[config.mk]
export PLATFORM = sky130hd
export DESIGN_NAME = reg_writeback_unit_flat
export DESIGN_NICKNAME = d
export VERILOG_FILES = /design/src/rtl/reg_writeback_unit_pkg.sv /design/src/rtl/reg_writeback_unit_if.sv /design/src/rtl/reg_writeback_unit_load_formatter.sv /design/src/rtl/reg_writeback_unit.sv /design/src/flat_wrapper.sv
export SDC_FILE = /design/constraint.sdc
export NUM_CORES = 1
export LEC_CHECK = 0
export ABC_AREA = 1
export BUFFER_PORTS_ARGS = -buffer_cell sky130_fd_sc_hd__clkbuf_2
export CORE_ASPECT_RATIO = 2
export CORE_MARGIN = 2
export CORE_UTILIZATION = 52
export CTS_CLUSTER_SIZE = 20
export DETAILED_ROUTE_END_ITERATION = 8
export MAX_ROUTING_LAYER = met4
export PLACE_DENSITY = 0.84
export SYNTH_ARGS = -nofsm -noshare
export SYNTH_HDL_FRONTEND = slang
export SYNTH_SLANG_ARGS = --single-unit
[constraint.sdc]
create_clock -name clk_i -period 3.5 [get_ports clk_i]
set_input_delay 0.7 -clock clk_i [delete_from_list [all_inputs] [get_ports clk_i]]
set_output_delay 0.7 -clock clk_i [all_outputs]
set_load 0.05 [all_outputs]
[src/rtl/reg_writeback_unit_pkg.sv]
// Shared configuration for the register write-back slice: data/register
// sizing, RV32I load funct3 encodings and the load-tracking FSM states.
package reg_writeback_unit_pkg;

  localparam int DATA_WIDTH   = 32;
  localparam int NUM_REGISTER = 32;
  localparam int REG_AW       = $clog2(NUM_REGISTER);

  typedef enum logic [2:0] {
    LB  = 3'b000,
    LH  = 3'b001,
    LW  = 3'b010,
    LBU = 3'b100,
    LHU = 3'b101
  } load_funct3_e;

  typedef enum logic {
    IDLE    = 1'b0,
    LD_WAIT = 1'b1
  } wb_state_e;

endpackage

[src/rtl/reg_writeback_unit_if.sv]
// Bundle of the ALU result channel, load issue/response channel, the
// register-file write port and the hazard status outputs.
interface reg_writeback_unit_if
  import reg_writeback_unit_pkg::*;
#(
  parameter int DATA_WIDTH = reg_writeback_unit_pkg::DATA_WIDTH,
  parameter int AW         = reg_writeback_unit_pkg::REG_AW
);
  logic                  alu_valid_i;
  logic                  alu_ready_o;
  logic [AW-1:0]         alu_rd_addr_i;
  logic [DATA_WIDTH-1:0] alu_data_i;
  logic                  ld_issue_i;
  logic                  ld_ready_o;
  logic [AW-1:0]         ld_rd_addr_i;
  logic [2:0]            ld_funct3_i;
  logic [1:0]            ld_offset_i;
  logic                  mem_rvalid_i;
  logic [DATA_WIDTH-1:0] mem_rdata_i;
  logic                  we_o;
  logic [AW-1:0]         rd_addr_o;
  logic [DATA_WIDTH-1:0] rd_o;
  logic                  load_busy_o;
  logic [AW-1:0]         load_rd_o;
  logic                  load_err_o;

  // Write-back unit side
  modport slave (
    input  alu_valid_i, alu_rd_addr_i, alu_data_i,
    input  ld_issue_i, ld_rd_addr_i, ld_funct3_i, ld_offset_i,
    input  mem_rvalid_i, mem_rdata_i,
    output alu_ready_o, ld_ready_o, we_o, rd_addr_o, rd_o,
    output load_busy_o, load_rd_o, load_err_o
  );

  // Pipeline / memory side
  modport master (
    output alu_valid_i, alu_rd_addr_i, alu_data_i,
    output ld_issue_i, ld_rd_addr_i, ld_funct3_i, ld_offset_i,
    output mem_rvalid_i, mem_rdata_i,
    input  alu_ready_o, ld_ready_o, we_o, rd_addr_o, rd_o,
    input  load_busy_o, load_rd_o, load_err_o
  );
endinterface

[src/rtl/reg_writeback_unit_load_formatter.sv]
// Combinational load data formatter: picks the byte/half selected by the
// address offset, extends it per funct3 and flags misaligned or illegal loads.
module load_formatter
  import reg_writeback_unit_pkg::*;
#(
  parameter int DATA_WIDTH = reg_writeback_unit_pkg::DATA_WIDTH
) (
  input  logic [2:0]            i_funct3,
  input  logic [1:0]            i_offset,
  input  logic [DATA_WIDTH-1:0] i_rdata,
  output logic [DATA_WIDTH-1:0] o_data,
  output logic                  o_misaligned,
  output logic                  o_illegal
);

  logic [7:0]  w_byte;
  logic [15:0] w_half;

  assign w_byte = i_rdata[{i_offset, 3'b000} +: 8];
  assign w_half = i_rdata[{i_offset[1], 4'b0000} +: 16];

  function automatic logic [DATA_WIDTH-1:0] ext_byte(input logic [7:0] b, input logic sgn);
    return {{(DATA_WIDTH-8){sgn & b[7]}}, b};
  endfunction

  function automatic logic [DATA_WIDTH-1:0] ext_half(input logic [15:0] h, input logic sgn);
    return {{(DATA_WIDTH-16){sgn & h[15]}}, h};
  endfunction

  // Decode funct3 into formatted data and alignment/legality flags
  always_comb begin
    o_data       = '0;
    o_misaligned = 1'b0;
    o_illegal    = 1'b0;
    case (i_funct3)
      LB:  o_data = ext_byte(w_byte, 1'b1);
      LBU: o_data = ext_byte(w_byte, 1'b0);
      LH: begin
        o_data       = ext_half(w_half, 1'b1);
        o_misaligned = i_offset[0];
      end
      LHU: begin
        o_data       = ext_half(w_half, 1'b0);
        o_misaligned = i_offset[0];
      end
      LW: begin
        o_data       = i_rdata;
        o_misaligned = |i_offset;
      end
      default: o_illegal = 1'b1;
    endcase
  end

endmodule

[src/rtl/reg_writeback_unit.sv]
// Register-file write-back driver: merges ALU results and load responses onto
// one write port, tracks a single outstanding load and reports its status.
// Optional load timeout enabled by defining WB_LOAD_TIMEOUT_EN.
module reg_writeback_unit
  import reg_writeback_unit_pkg::*;
#(
  parameter int DATA_WIDTH   = reg_writeback_unit_pkg::DATA_WIDTH,
  parameter int NUM_REGISTER = reg_writeback_unit_pkg::NUM_REGISTER,
  parameter int LD_TIMEOUT   = 64
) (
  input logic                clk_i,
  input logic                rst_i,
  reg_writeback_unit_if.slave bus
);

  localparam int AW = $clog2(NUM_REGISTER);

  wb_state_e             r_state;
  logic                  r_ld_ready;
  logic                  r_load_busy;
  logic [AW-1:0]         r_ld_rd;
  logic [2:0]            r_ld_f3;
  logic [1:0]            r_ld_off;
  logic                  r_skid_vld;
  logic [AW-1:0]         r_skid_rd;
  logic [DATA_WIDTH-1:0] r_skid_data;
  logic                  r_we;
  logic [AW-1:0]         r_rd_addr;
  logic [DATA_WIDTH-1:0] r_rd;
  logic                  r_err;

  logic                  w_ld_resp;
  logic                  w_alu_acc;
  logic                  w_timeout;
  logic                  w_fmt_ok;
  logic [DATA_WIDTH-1:0] w_fmt_data;
  logic                  w_fmt_mis;
  logic                  w_fmt_ill;

  load_formatter #(.DATA_WIDTH(DATA_WIDTH)) u_fmt (
    .i_funct3     (r_ld_f3),
    .i_offset     (r_ld_off),
    .i_rdata      (bus.mem_rdata_i),
    .o_data       (w_fmt_data),
    .o_misaligned (w_fmt_mis),
    .o_illegal    (w_fmt_ill)
  );

  assign w_ld_resp = (r_state == LD_WAIT) & bus.mem_rvalid_i;
  assign w_alu_acc = bus.alu_valid_i & ~r_skid_vld;
  assign w_fmt_ok  = ~w_fmt_mis & ~w_fmt_ill;

`ifdef WB_LOAD_TIMEOUT_EN
  localparam int TO_W = (LD_TIMEOUT > 1) ? $clog2(LD_TIMEOUT) : 1;
  logic [TO_W-1:0] r_to_cnt;

  assign w_timeout = (r_state == LD_WAIT) & ~bus.mem_rvalid_i &
                     (r_to_cnt == TO_W'(LD_TIMEOUT - 1));

  // Count LD_WAIT cycles without a response; restarts on each new load
  always_ff @(posedge clk_i) begin
    if (rst_i) begin
      r_to_cnt <= '0;
    end else if (r_state == IDLE) begin
      r_to_cnt <= '0;
    end else if (!bus.mem_rvalid_i) begin
      r_to_cnt <= r_to_cnt + TO_W'(1);
    end
  end
`else
  assign w_timeout = 1'b0;
`endif

  // Outstanding-load FSM with registered ready/busy/destination outputs
  always_ff @(posedge clk_i) begin
    if (rst_i) begin
      r_state     <= IDLE;
      r_ld_ready  <= 1'b1;
      r_load_busy <= 1'b0;
      r_ld_rd     <= '0;
    end else begin
      case (r_state)
        IDLE: begin
          if (bus.ld_issue_i) begin
            r_state     <= LD_WAIT;
            r_ld_ready  <= 1'b0;
            r_load_busy <= 1'b1;
            r_ld_rd     <= bus.ld_rd_addr_i;
            r_ld_f3     <= bus.ld_funct3_i;
            r_ld_off    <= bus.ld_offset_i;
          end
        end
        LD_WAIT: begin
          if (bus.mem_rvalid_i || w_timeout) begin
            r_state     <= IDLE;
            r_ld_ready  <= 1'b1;
            r_load_busy <= 1'b0;
            r_ld_rd     <= '0;
          end
        end
        default: r_state <= IDLE;
      endcase
    end
  end

  // Write-port arbitration: load response, then skid entry, then new ALU result
  always_ff @(posedge clk_i) begin
    if (rst_i) begin
      r_we       <= 1'b0;
      r_rd_addr  <= '0;
      r_rd       <= '0;
      r_err      <= 1'b0;
      r_skid_vld <= 1'b0;
    end else begin
      r_we      <= 1'b0;
      r_rd_addr <= '0;
      r_rd      <= '0;
      r_err     <= (w_ld_resp & ~w_fmt_ok) | w_timeout;
      if (w_ld_resp) begin
        if (w_fmt_ok && (r_ld_rd != '0)) begin
          r_we      <= 1'b1;
          r_rd_addr <= r_ld_rd;
          r_rd      <= w_fmt_data;
        end
        if (w_alu_acc) begin
          r_skid_vld  <= 1'b1;
          r_skid_rd   <= bus.alu_rd_addr_i;
          r_skid_data <= bus.alu_data_i;
        end
      end else if (r_skid_vld) begin
        r_skid_vld <= 1'b0;
        if (r_skid_rd != '0) begin
          r_we      <= 1'b1;
          r_rd_addr <= r_skid_rd;
          r_rd      <= r_skid_data;
        end
      end else if (w_alu_acc && (bus.alu_rd_addr_i != '0)) begin
        r_we      <= 1'b1;
        r_rd_addr <= bus.alu_rd_addr_i;
        r_rd      <= bus.alu_data_i;
      end
    end
  end

  assign bus.alu_ready_o = ~r_skid_vld;
  assign bus.ld_ready_o  = r_ld_ready;
  assign bus.we_o        = r_we;
  assign bus.rd_addr_o   = r_rd_addr;
  assign bus.rd_o        = r_rd;
  assign bus.load_busy_o = r_load_busy;
  assign bus.load_rd_o   = r_ld_rd;
  assign bus.load_err_o  = r_err;

endmodule
[src/flat_wrapper.sv]
// flat-port wrapper written by rule: the top's interface ports become plain ports
module reg_writeback_unit_flat import reg_writeback_unit_pkg::*;
#(
  parameter int DATA_WIDTH   = reg_writeback_unit_pkg::DATA_WIDTH,
  parameter int NUM_REGISTER = reg_writeback_unit_pkg::NUM_REGISTER,
  parameter int LD_TIMEOUT   = 64
)
  (clk_i, rst_i, bus_alu_valid_i, bus_alu_rd_addr_i, bus_alu_data_i, bus_ld_issue_i, bus_ld_rd_addr_i, bus_ld_funct3_i, bus_ld_offset_i, bus_mem_rvalid_i, bus_mem_rdata_i, bus_alu_ready_o, bus_ld_ready_o, bus_we_o, bus_rd_addr_o, bus_rd_o, bus_load_busy_o, bus_load_rd_o, bus_load_err_o);
  reg_writeback_unit_if #(.DATA_WIDTH(DATA_WIDTH)) bus_i ();
  input logic clk_i;
  input logic rst_i;
  input wire logic [$bits(bus_i.alu_valid_i)-1:0] bus_alu_valid_i;
  input wire logic [$bits(bus_i.alu_rd_addr_i)-1:0] bus_alu_rd_addr_i;
  input wire logic [$bits(bus_i.alu_data_i)-1:0] bus_alu_data_i;
  input wire logic [$bits(bus_i.ld_issue_i)-1:0] bus_ld_issue_i;
  input wire logic [$bits(bus_i.ld_rd_addr_i)-1:0] bus_ld_rd_addr_i;
  input wire logic [$bits(bus_i.ld_funct3_i)-1:0] bus_ld_funct3_i;
  input wire logic [$bits(bus_i.ld_offset_i)-1:0] bus_ld_offset_i;
  input wire logic [$bits(bus_i.mem_rvalid_i)-1:0] bus_mem_rvalid_i;
  input wire logic [$bits(bus_i.mem_rdata_i)-1:0] bus_mem_rdata_i;
  output wire logic [$bits(bus_i.alu_ready_o)-1:0] bus_alu_ready_o;
  output wire logic [$bits(bus_i.ld_ready_o)-1:0] bus_ld_ready_o;
  output wire logic [$bits(bus_i.we_o)-1:0] bus_we_o;
  output wire logic [$bits(bus_i.rd_addr_o)-1:0] bus_rd_addr_o;
  output wire logic [$bits(bus_i.rd_o)-1:0] bus_rd_o;
  output wire logic [$bits(bus_i.load_busy_o)-1:0] bus_load_busy_o;
  output wire logic [$bits(bus_i.load_rd_o)-1:0] bus_load_rd_o;
  output wire logic [$bits(bus_i.load_err_o)-1:0] bus_load_err_o;
  assign bus_i.alu_valid_i = bus_alu_valid_i;
  assign bus_i.alu_rd_addr_i = bus_alu_rd_addr_i;
  assign bus_i.alu_data_i = bus_alu_data_i;
  assign bus_i.ld_issue_i = bus_ld_issue_i;
  assign bus_i.ld_rd_addr_i = bus_ld_rd_addr_i;
  assign bus_i.ld_funct3_i = bus_ld_funct3_i;
  assign bus_i.ld_offset_i = bus_ld_offset_i;
  assign bus_i.mem_rvalid_i = bus_mem_rvalid_i;
  assign bus_i.mem_rdata_i = bus_mem_rdata_i;
  assign bus_alu_ready_o = bus_i.alu_ready_o;
  assign bus_ld_ready_o = bus_i.ld_ready_o;
  assign bus_we_o = bus_i.we_o;
  assign bus_rd_addr_o = bus_i.rd_addr_o;
  assign bus_rd_o = bus_i.rd_o;
  assign bus_load_busy_o = bus_i.load_busy_o;
  assign bus_load_rd_o = bus_i.load_rd_o;
  assign bus_load_err_o = bus_i.load_err_o;
  reg_writeback_unit #(.DATA_WIDTH(DATA_WIDTH), .NUM_REGISTER(NUM_REGISTER), .LD_TIMEOUT(LD_TIMEOUT)) u_core (.clk_i(clk_i), .rst_i(rst_i), .bus(bus_i));
endmodule
**Word-level counts from Yosys, hierarchy flattened**

Cells that the tools add are included.

- Muxes and demuxes: 29
- Reductions and logical operators: 13
- Shifts and indexed selects: 2
- Bitwise gates (word level): 10
- Eq/ne operators: 6

Operators with widths:

| cell | number |
|---|---|
| $mux W32 | 5 |
| $pmux W32 S5 | 1 |
| $mux W5 | 7 |
| $shiftx A32 B6 Y16 | 1 |
| $shiftx A32 B6 Y8 | 1 |
| $reduce_bool A5 Y1 | 3 |
| $mux W1 | 11 |
| $pmux W5 S2 | 1 |
| $pmux W1 S2 | 4 |
| $eq A3 B3 Y1 const B | 2 |
| $not A1 Y1 | 6 |
| $reduce_and A3 Y1 | 2 |
| $reduce_or A2 Y1 | 3 |
| $reduce_or A5 Y1 | 1 |
| $and A1 B1 Y1 | 4 |
| $ne A2 B2 Y1 const B | 2 |
| $eq A3 B1 Y1 const B | 1 |
| $eq A3 B2 Y1 const B | 1 |
| $logic_not A3 Y1 | 1 |
| $logic_and A1 B1 Y1 | 2 |
| $reduce_and A2 Y1 | 1 |

- Bits of input ports: 84
- Output and inout port bits: 47
- Word-level logic and storage cells: 73
- Register bits after elaboration: 90

**Logic depth before layout (Yosys ltp)**

Gate-level depths: netlist (run 1).

- Depth in word-level cells: 8
- Gate-level depth with buffers: 10
- Depth with buffers taken out: 9

**By module**

Synthesis (run 1) repeated with hierarchy kept, for this count alone.

- Cell total of the unflattened synthesis: 557
- Area, all modules: 4583.1 sq um

By module, submodules not included:

| module | times used | cells an instance | seq. area each (sq um) | area an instance (sq um) |
|---|---|---|---|---|
| reg_writeback_unit | 1 | 395 | 2222.1 | 3671.0 |
| load_formatter | 1 | 162 | 0.0 | 912.1 |

**Least setup slack after synthesis (run 1)**

Ideal clock, no wire load.

- Kind: input -> register
- From: in bus_mem_rvalid_i
- To: reg u_core.r_skid_data[0] (enable)
- Setup time: 431 ps
- Buffers on the path: 0
- Arrival time: 2497 ps
- Slack: 572 ps
- Stages on the path: 4
- Required time: 3069 ps
- Cells stage by stage: nand2_1 inv_1 nand2_1 nor2_1

- Word-level cells in the longest chain between the ends: 2

Ends and longest elaborated chain:

| element | line | text |
|---|---|---|
| start: declaration | flat_wrapper.sv:19 | `input wire logic [$bits(bus_i.mem_rvalid_i)-1:0] bus_mem_rvalid_i;` |
| $and A1 B1 Y1 | reg_writeback_unit.sv:49 | `assign w_ld_resp = (r_state == LD_WAIT) & bus.mem_rvalid_i;` |
| $reduce_and A3 Y1 (no source line) | -- |  |
| end signal: assignment | reg_writeback_unit.sv:128 | `r_skid_data <= bus.alu_data_i;` |
| end: declaration | reg_writeback_unit.sv:26 | `logic [DATA_WIDTH-1:0] r_skid_data;` |

Every way passes these cells.
A chain may end at the register's enable or synchronous reset.

**Worst setup path in the final report (run 1)**

- From: reg u_core.r_ld_off[1]
- To: reg u_core.r_rd[29], in the netlist u_core.bus.rd_o[29]

- Word-level cells in the longest chain between the ends: 7
- Elaborated cells on any way between the ends: 10
- Classes of those cells: shift: 2; mux: 4; bitwise: 2; reduce/logical: 2

Ends and longest elaborated chain:

| element | line | text |
|---|---|---|
| start: declaration | reg_writeback_unit.sv:23 | `logic [1:0] r_ld_off;` |
| start signal: assignment | reg_writeback_unit.sv:90 | `r_ld_off <= bus.ld_offset_i;` |
| parallel branches: the longest is 5 deep, another holds $shiftx A32 B6 Y16 | -- |  |
| $mux W32 (*) | reg_writeback_unit.sv:120 | `if (w_fmt_ok && (r_ld_rd != '0)) begin` |
| $mux W32 (*) | reg_writeback_unit.sv:119 | `if (w_ld_resp) begin` |
| end signal: assignment | reg_writeback_unit.sv:123 | `r_rd <= w_fmt_data;` |
| end signal: assignment | reg_writeback_unit.sv:135 | `r_rd <= r_skid_data;` |
| end signal: assignment | reg_writeback_unit.sv:140 | `r_rd <= bus.alu_data_i;` |
| end: declaration | reg_writeback_unit.sv:29 | `logic [DATA_WIDTH-1:0] r_rd;` |

Every way passes the cells marked *.

==> Implementation_results.wiki, run 1 <==
{| class="wikitable"
! Metric !! Value
|-
| Run status || completed
|-
| Beginning of the worst register-to-register path || u_core.r_ld_off[1]
|-
| Buffers inserted by post-CTS timing repair || 0
|-
| Average vias per placed instance || 5.19
|-
| Routability congestion estimate from global placement || 0.957
|-
| Overall power || 0.00253 W
|-
| Required @ worst endpoint || around 3700 ps
|-
| Endpoint of the worst hold-timing path || u_core.bus.ld_ready_o
|-
| DRC || 0
|-
| P_int || ~0.0019 W
|-
| CTS tree || done
|-
| Ys Warns || 0
|-
| Yosys reg bits || 90
|-
| Proportion of power drawn by combinational gates || 14.0%
|-
| Final slew viol count || 0
|-
| Sequential share of power || 45.9%
|-
| Share of synthesized registers carrying an async set or reset || 0%
|-
| Clock buffer count from CTS || 9
|-
| Number of global-route vias before repair || a little over 4000
|-
| Worst reg-to-reg setup slack || between 1000 and 1500 ps
|-
| Starting DRC count in detailed routing || between 200 and 300
|-
| Rel. slew slack || between 20% and 30%
|-
| Prevailing post-synth register cell || sky130_fd_sc_hd__dfxtp_1
|-
| Setup Skew || around 9.5 ps
|-
| Buffer cell driving the clock tree root || sky130_fd_sc_hd__clkbuf_16
|-
| Final worst path period need || around 2500 ps
|-
| Accumulated negative setup slack || 0 ps
|-
| Syn Std Cell Area || about 0.0044 mm^2
|-
| Maximum achievable frequency || approximately 0.40 GHz
|-
| Share of the clock period used by the worst path after layout || a little under three quarters
|-
| Setup Viol. Count Final || 0
|-
| Part of the power in the clock network || between 40% and 50%
|-
| Multi-input gate area || roughly 0.0017 mm^2
|-
| Critical R2R Capture || u_core.bus.rd_o[29]
|-
| CP max FO || 24
|-
| Flip-flop and latch area || ~0.0022 mm^2
|-
| Startpoint type of the worst setup path || flop
|-
| Wire length of the first global-routing pass || 18900 um
|-
| Initial standard-cell utilization of the core || between 50% and 60%
|-
| Endpoints failing hold || 0
|-
| Die Ht || between 100 and 150 um
|-
| Post-synth EDFFs || 42
|-
| Hold_sp || u_core.bus.ld_ready_o
|-
| Top cell type by total area after synthesis || sky130_fd_sc_hd__edfxtp_1
|-
| WP data arrival || roughly 2700 ps
|-
| IO Port Bufs || 130
|-
| Ports placed on the boundary || 131
|-
| Floorplan die area || 0.00932 mm^2
|-
| Worst Tran Pin Value || roughly 1100 ps
|-
| Number of nets in the layout || around 790
|-
| Standard-cell row count || 47
|-
| Synth unique cells || 28
|-
| ANT cells || 0
|-
| Min-Delay Path Class || reg -> reg
|-
| Fill cell instance count of the final layout || just over 700
|-
| Setup repair after global routing missed its margin || no
|-
| Maximum vdd ir drop || roughly 0.00043 V
|-
| Total global-route track usage || between 20% and 30%
|-
| Antenna Violating Nets Remaining || 0
|-
| Leading cell types by total area after synthesis || sky130_fd_sc_hd__edfxtp_1 28%, sky130_fd_sc_hd__dfxtp_1 22%, sky130_fd_sc_hd__nand2_1 16%
|-
| Sink Count || 90
|-
| Least setup slack across all paths after layout || just over 1000 ps
|-
| Critical path type || reg -> reg
|-
| Max H-tree Level || 3
|-
| Pwr Density || between 400 and 500 mW/mm^2
|-
| Placed Instances || 790
|-
| Share of total power consumed by net switching || ~26%
|-
| Total grt overflow || 0
|-
| Hold Slack || slightly below 500 ps
|-
| Gate count of the mapped netlist || between 500 and 600
|-
| Leakage || roughly 2.8 nW
|-
| Number of max-cap violations || 0
|-
| Clock insertion delay at the later pin of the skew report || 340 ps
|-
| Routed WL || 11700 um
|-
| Endpoint kind of the worst setup timing path || flop
|-
| CTS clock-pin slew for the worst setup and hold paths || approximately 60 ps
|-
| Portion of the post-synthesis area used by sequential elements || about half
|-
| Leading cell types by count after synthesis || 192 x sky130_fd_sc_hd__nand2_1, 86 x sky130_fd_sc_hd__nand3_1, 77 x sky130_fd_sc_hd__inv_1
|-
| Post-detail-place hpwl || around 9000 um
|-
| Count of vias placed by the detailed router || about 4200
|-
| Routed wire length per instance || 14.5 um
|-
| Most repeated cell in the gate-level netlist after synthesis || sky130_fd_sc_hd__nand2_1
|-
| Synthesized area per cell || between 7 and 8 um^2
|-
| Hold Path Depth || 2
|-
| Hold-fix buffers at CTS || 0
|-
| Std-Cell Core Area || a little over 0.008 mm^2
|-
| Clock Path Buffers || 2
|-
| Share of the synthesized area in the top cell type || between 20% and 30%
|-
| Layout Cells excl Fill || between 800 and 900
|-
| Maximum number of pins on one net before global-route repair || 45
|-
| Number of gates resized after cts || 0
|-
| Die span in x || around 69 um
|-
| Layout cells sized above 1 || 22.9%
|-
| Area growth syn-to-layout || 21.6%
|-
| Length of the first detailed-routing pass in iterations || 5
|-
| Post-place setup slack || 1080 ps
|-
| Net count after synthesis || between 600 and 700
|-
| Initial antenna violation count || 0
|-
| Number of cells on the worst reg-to-reg path || 8
|-
| Net load switching power || 0.000654 W
|}
-- power groups by stage --
| stage | Combinational, W | Sequential [W] | Clock (W) |
|---|---|---|---|
| after floorplan | 0.000143 | 0.00127 | 0 |
| after global placement | 0.000347 | 0.00118 | 0 |
| after detailed placement | 0.000353 | 0.00118 | 0 |
| after CTS | 0.000356 | 0.00116 | 0.00102 |
| after global routing | 0.000390 | 0.00116 | 0.00107 |
| final | 0.000356 | 0.00116 | 0.00102 |
-- state kept, by name (all words and copies together), names as in the netlist, 2 cells and up --
name,count
u_core.r_ld_off,2
u_core.bus.rd_o,32
u_core.bus.rd_addr_o,5
u_core.r_skid_rd,5
u_core.r_ld_f3,3
u_core.r_skid_data,32
u_core.bus.load_rd_o,5
-- stage by stage --
stage | utilization (%) | cell area, um^2
2_1_floorplan | - | 4430
3_3_place_gp | 61.1 | 5060
3_5_place_dp | 61.1 | 5060
4_1_cts | 65.0 | 5390
5_1_grt | 65.0 | 5390
6_report | 65.0 | 5390
-- layout make-up --
cell class	count	area share (%)
Inverter	80	5.57
Tap cell	98	2.28
Clock buffer	13	5.25
Multi-Input combinational cell	388	32.2
Clock inverter	3	0.790
Timing Repair Buffer	134	12.6
Sequential cell	90	41.2
-- worst max-delay path: stages (launching register included) --
cell	delay [ps]
sky130_fd_sc_hd__edfxtp_1	550
sky130_fd_sc_hd__inv_1	530
sky130_fd_sc_hd__nand2_1	200
sky130_fd_sc_hd__nand3_1	120
sky130_fd_sc_hd__nand2_1	80
sky130_fd_sc_hd__nand2_1	540
sky130_fd_sc_hd__nand2_1	130
sky130_fd_sc_hd__nand3_1	150
sky130_fd_sc_hd__nand2_1	70
-- cell usage in the layout (no fill, tap or decap), drive strengths merged --
cell type  count
a21oi          2
a31o           1
a32o           5
buf            4
bufinv         1
clkbuf       143
clkinv         2
dfxtp         48
edfxtp        42
inv           80
nand2        194
nand3         87
nand3b         1
nand4          2
nor2          46
nor3           1
o21a           1
o21ai         45
o22ai          3
-- worst max-delay path by stage --
stage | from | endpoint | slack, ps | cells past startpoint
after floorplan | bus_mem_rvalid_i | u_core.r_skid_data[0] | 570 | 4
after global placement | u_core.r_ld_off[1] | u_core.bus.rd_o[14] | 1200 | 8
after detailed placement | u_core.r_ld_off[1] | u_core.bus.rd_o[14] | 1080 | 8
after CTS | u_core.r_ld_off[1] | u_core.bus.rd_o[29] | 1030 | 8
after global routing | u_core.r_ld_off[1] | u_core.bus.rd_o[29] | 780 | 8
final | u_core.r_ld_off[1] | u_core.bus.rd_o[29] | 1010 | 8
-- per-layer routing --
metal	track usage, %	part of all wire (%)	up-vias
li1	-	-	2102
met1	27.5	37	1856
met2	46.1	52	192
met3	5.75	6.3	33
met4	13.3	4.2	0
met5	-	0	-
-- cells by family after synthesis --
group           Yosys count  synth area share [%]
simple gates            331                  31.7
buf+inv                 110                  11.0
flops                    90                  50.2
compound gates           57                  7.23
No activity file was read; power rests on OpenSTA's default activity.
==> run 2: changes to the inputs <==
Settings changed: CORE_UTILIZATION 52 to 47, PLACE_DENSITY 0.84 to 0.81.
Clock period 3.5 ns to 2.2 ns, I/O delays scaled along.
==> run 2 against run 1 <==
Sequential cell count did not move. Global-route usage decreased by 1.4 points. Clock skew fell by 1.4 ps. Register-to-register slack worse by 610 ps. Sequential power is 59% higher. First-iteration DRC count fell by 20%. Critical endpoint is now u_core.bus.rd_o[8].
==> Implementation_results.wiki, run 2 (same netlist as run 1, synthesis figures left out) <==
{| class="wikitable"
! Metric !! Value
|-
| Routed WL || 12200 um
|-
| Pwr Density || approximately 760 mW/mm^2
|-
| Met2 capacity usage during global routing || 40.7%
|-
| Commonest non-fill, non-tap cell in the layout || sky130_fd_sc_hd__nand2_1
|-
| Maximum number of pins on one net before global-route repair || 44
|-
| CTS tree || done
|-
| Final slew viol count || 0
|-
| Maximum achievable frequency || around 0.56 GHz
|-
| Buffer cell driving the clock tree root || sky130_fd_sc_hd__clkbuf_16
|-
| Total grt overflow || 0
|-
| Beginning of the worst register-to-register path || u_core.r_ld_f3[1]
|-
| Setup Viol. Count Final || 0
|-
| Min-Delay Path Class || in -> reg
|-
| Length of the first detailed-routing pass in iterations || 5
|-
| Floorplan die area || between 0.01 and 0.015 mm^2
|-
| Launch point of the critical path || u_core.r_ld_f3[1]
|-
| Die span in x || roughly 73 um
|-
| Area growth syn-to-layout || 23.6%
|-
| Average vias per placed instance || 5.18
|-
| Leakage || 2.89 nW
|-
| Number of nets in the layout || 794
|-
| Routability congestion estimate from global placement || 0.915
|-
| Setup Skew || 8.07 ps
|-
| Max H-tree Level || 3
|-
| Clock Path Buffers || 2
|-
| Ports placed on the boundary || between 100 and 150
|-
| Required @ worst endpoint || approximately 2500 ps
|-
| Post-detail-place hpwl || about 9400 um
|-
| CTS clock-pin slew for the worst setup and hold paths || about 70 ps
|-
| Clock insertion delay at the later pin of the skew report || ~340 ps
|-
| IO Port Bufs || 130
|-
| Worst reg-to-reg setup slack || 400 ps
|-
| Final Util || 59.2%
|-
| Antenna Violating Nets Remaining || 0
|-
| Hold-fix buffers at CTS || 0
|-
| Final worst path period need || about 1800 ps
|-
| Initial standard-cell utilization of the core || a little under half
|-
| Endpoint kind of the worst setup timing path || flop
|-
| Layout cells sized above 1 || 24.1%
|-
| Hold_sp || bus_ld_offset_i[0]
|-
| Standard-cell row count || 50
|-
| CP max FO || 37
|-
| Count of vias placed by the detailed router || between 4000 and 5000
|-
| Critical path type || reg -> reg
|-
| Die Ht || between 100 and 150 um
|-
| Number of global-route vias before repair || between 3000 and 4000
|-
| Global routing usage on met1 || about 28%
|-
| Total global-route track usage || ~25%
|-
| Met3 track demand over resource in global routing || ~2.8%
|-
| Hold Slack || 279 ps
|-
| Most heavily used metal layer in global routing || met2
|-
| Setup repair after global routing missed its margin || no
|-
| Number of gates resized after cts || 0
|-
| Maximum vdd ir drop || ~0.00065 V
|-
| Rel. slew slack || between 60% and 70%
|-
| Starting DRC count in detailed routing || 237
|-
| DRC || 0
|-
| Number of max-cap violations || 0
|-
| Run status || completed
|-
| Accumulated negative setup slack || 0 ps
|-
| Initial antenna violation count || 1
|-
| Most frequent cells in the layout || 192 x sky130_fd_sc_hd__nand2_1, 130 x sky130_fd_sc_hd__clkbuf_2, 86 x sky130_fd_sc_hd__nand3_1, 77 x sky130_fd_sc_hd__inv_1, 48 x sky130_fd_sc_hd__dfxtp_1
|-
| Routed wire length per instance || between 10 and 15 um
|-
| Worst Tran Pin Value || 566 ps
|-
| WP data arrival || about 2100 ps
|-
| Wire length of the first global-routing pass || just under 20000 um
|-
| Sink Count || 90
|-
| Buffers inserted by post-CTS timing repair || 0
|-
| Startpoint type of the worst setup path || flop
|-
| Std-Cell Core Area || 0.00926 mm^2
|-
| Clock buffer count from CTS || 9
|-
| Share of the clock period used by the worst path after layout || between 80% and 90%
|-
| Endpoints failing hold || 0
|}
## run 2: final cells by class
cell class,instances,area [um^2]
Antenna cell,1,2.50
Clock buffer,9,225
Clock inverter,7,115
Fill cell,851,3780
Inverter,80,300
Multi-Input combinational cell,388,1740
Sequential cell,90,2220
Tap cell,104,130
Timing Repair Buffer,141,746
## run 2: worst max-delay path, stage by stage, from the launching register on
cell	delay [ps]
sky130_fd_sc_hd__edfxtp_1	630
sky130_fd_sc_hd__inv_2	140
sky130_fd_sc_hd__nand2_1	100
sky130_fd_sc_hd__nand2_2	80
sky130_fd_sc_hd__nand4_2	110
sky130_fd_sc_hd__nor2_4	100
sky130_fd_sc_hd__buf_4	330
sky130_fd_sc_hd__nand3_1	150
sky130_fd_sc_hd__nand2_1	80
## run 2: final timing paths
kind / to / cells past startpoint
setup reg to reg: u_core.bus.rd_o[8] / 8
hold reg to reg: u_core.bus.load_busy_o / 2
hold / removal: u_core.r_ld_off[0] / 1
setup / recovery: u_core.bus.rd_o[8] / 8
## run 2: per-layer routing
| layer | routed length, um | part of all wire [%] | vias up |
|---|---|---|---|
| li1 | - | - | 2120 |
| met1 | 4670 | 38 | 1926 |
| met2 | 6370 | 52 | 163 |
| met3 | 512 | 4.2 | 36 |
| met4 | 686 | 5.6 | 0 |
| met5 | 0 | 0 | - |
## run 2: power breakdown
group / switching [W] / internal (W) / leakage [nW]
sequential: 0.0000377 / 0.00181 / 0.775
clock: 0.000630 / 0.00111 / 0.170
combinational: 0.000409 / 0.000168 / 1.95
## run 2: through the flow
stage | instances | setup WS, ps | instance area, um^2 | power, W
2_1_floorplan | 588 | 142 | 4430 | 0.00225
3_3_place_gp | 803 | 451 | 5130 | 0.00245
3_5_place_dp | 803 | 441 | 5130 | 0.00246
4_1_cts | 819 | 400 | 5480 | 0.00419
5_1_grt | 820 | 240 | 5480 | 0.00431
6_report | 820 | 402 | 5480 | 0.00417
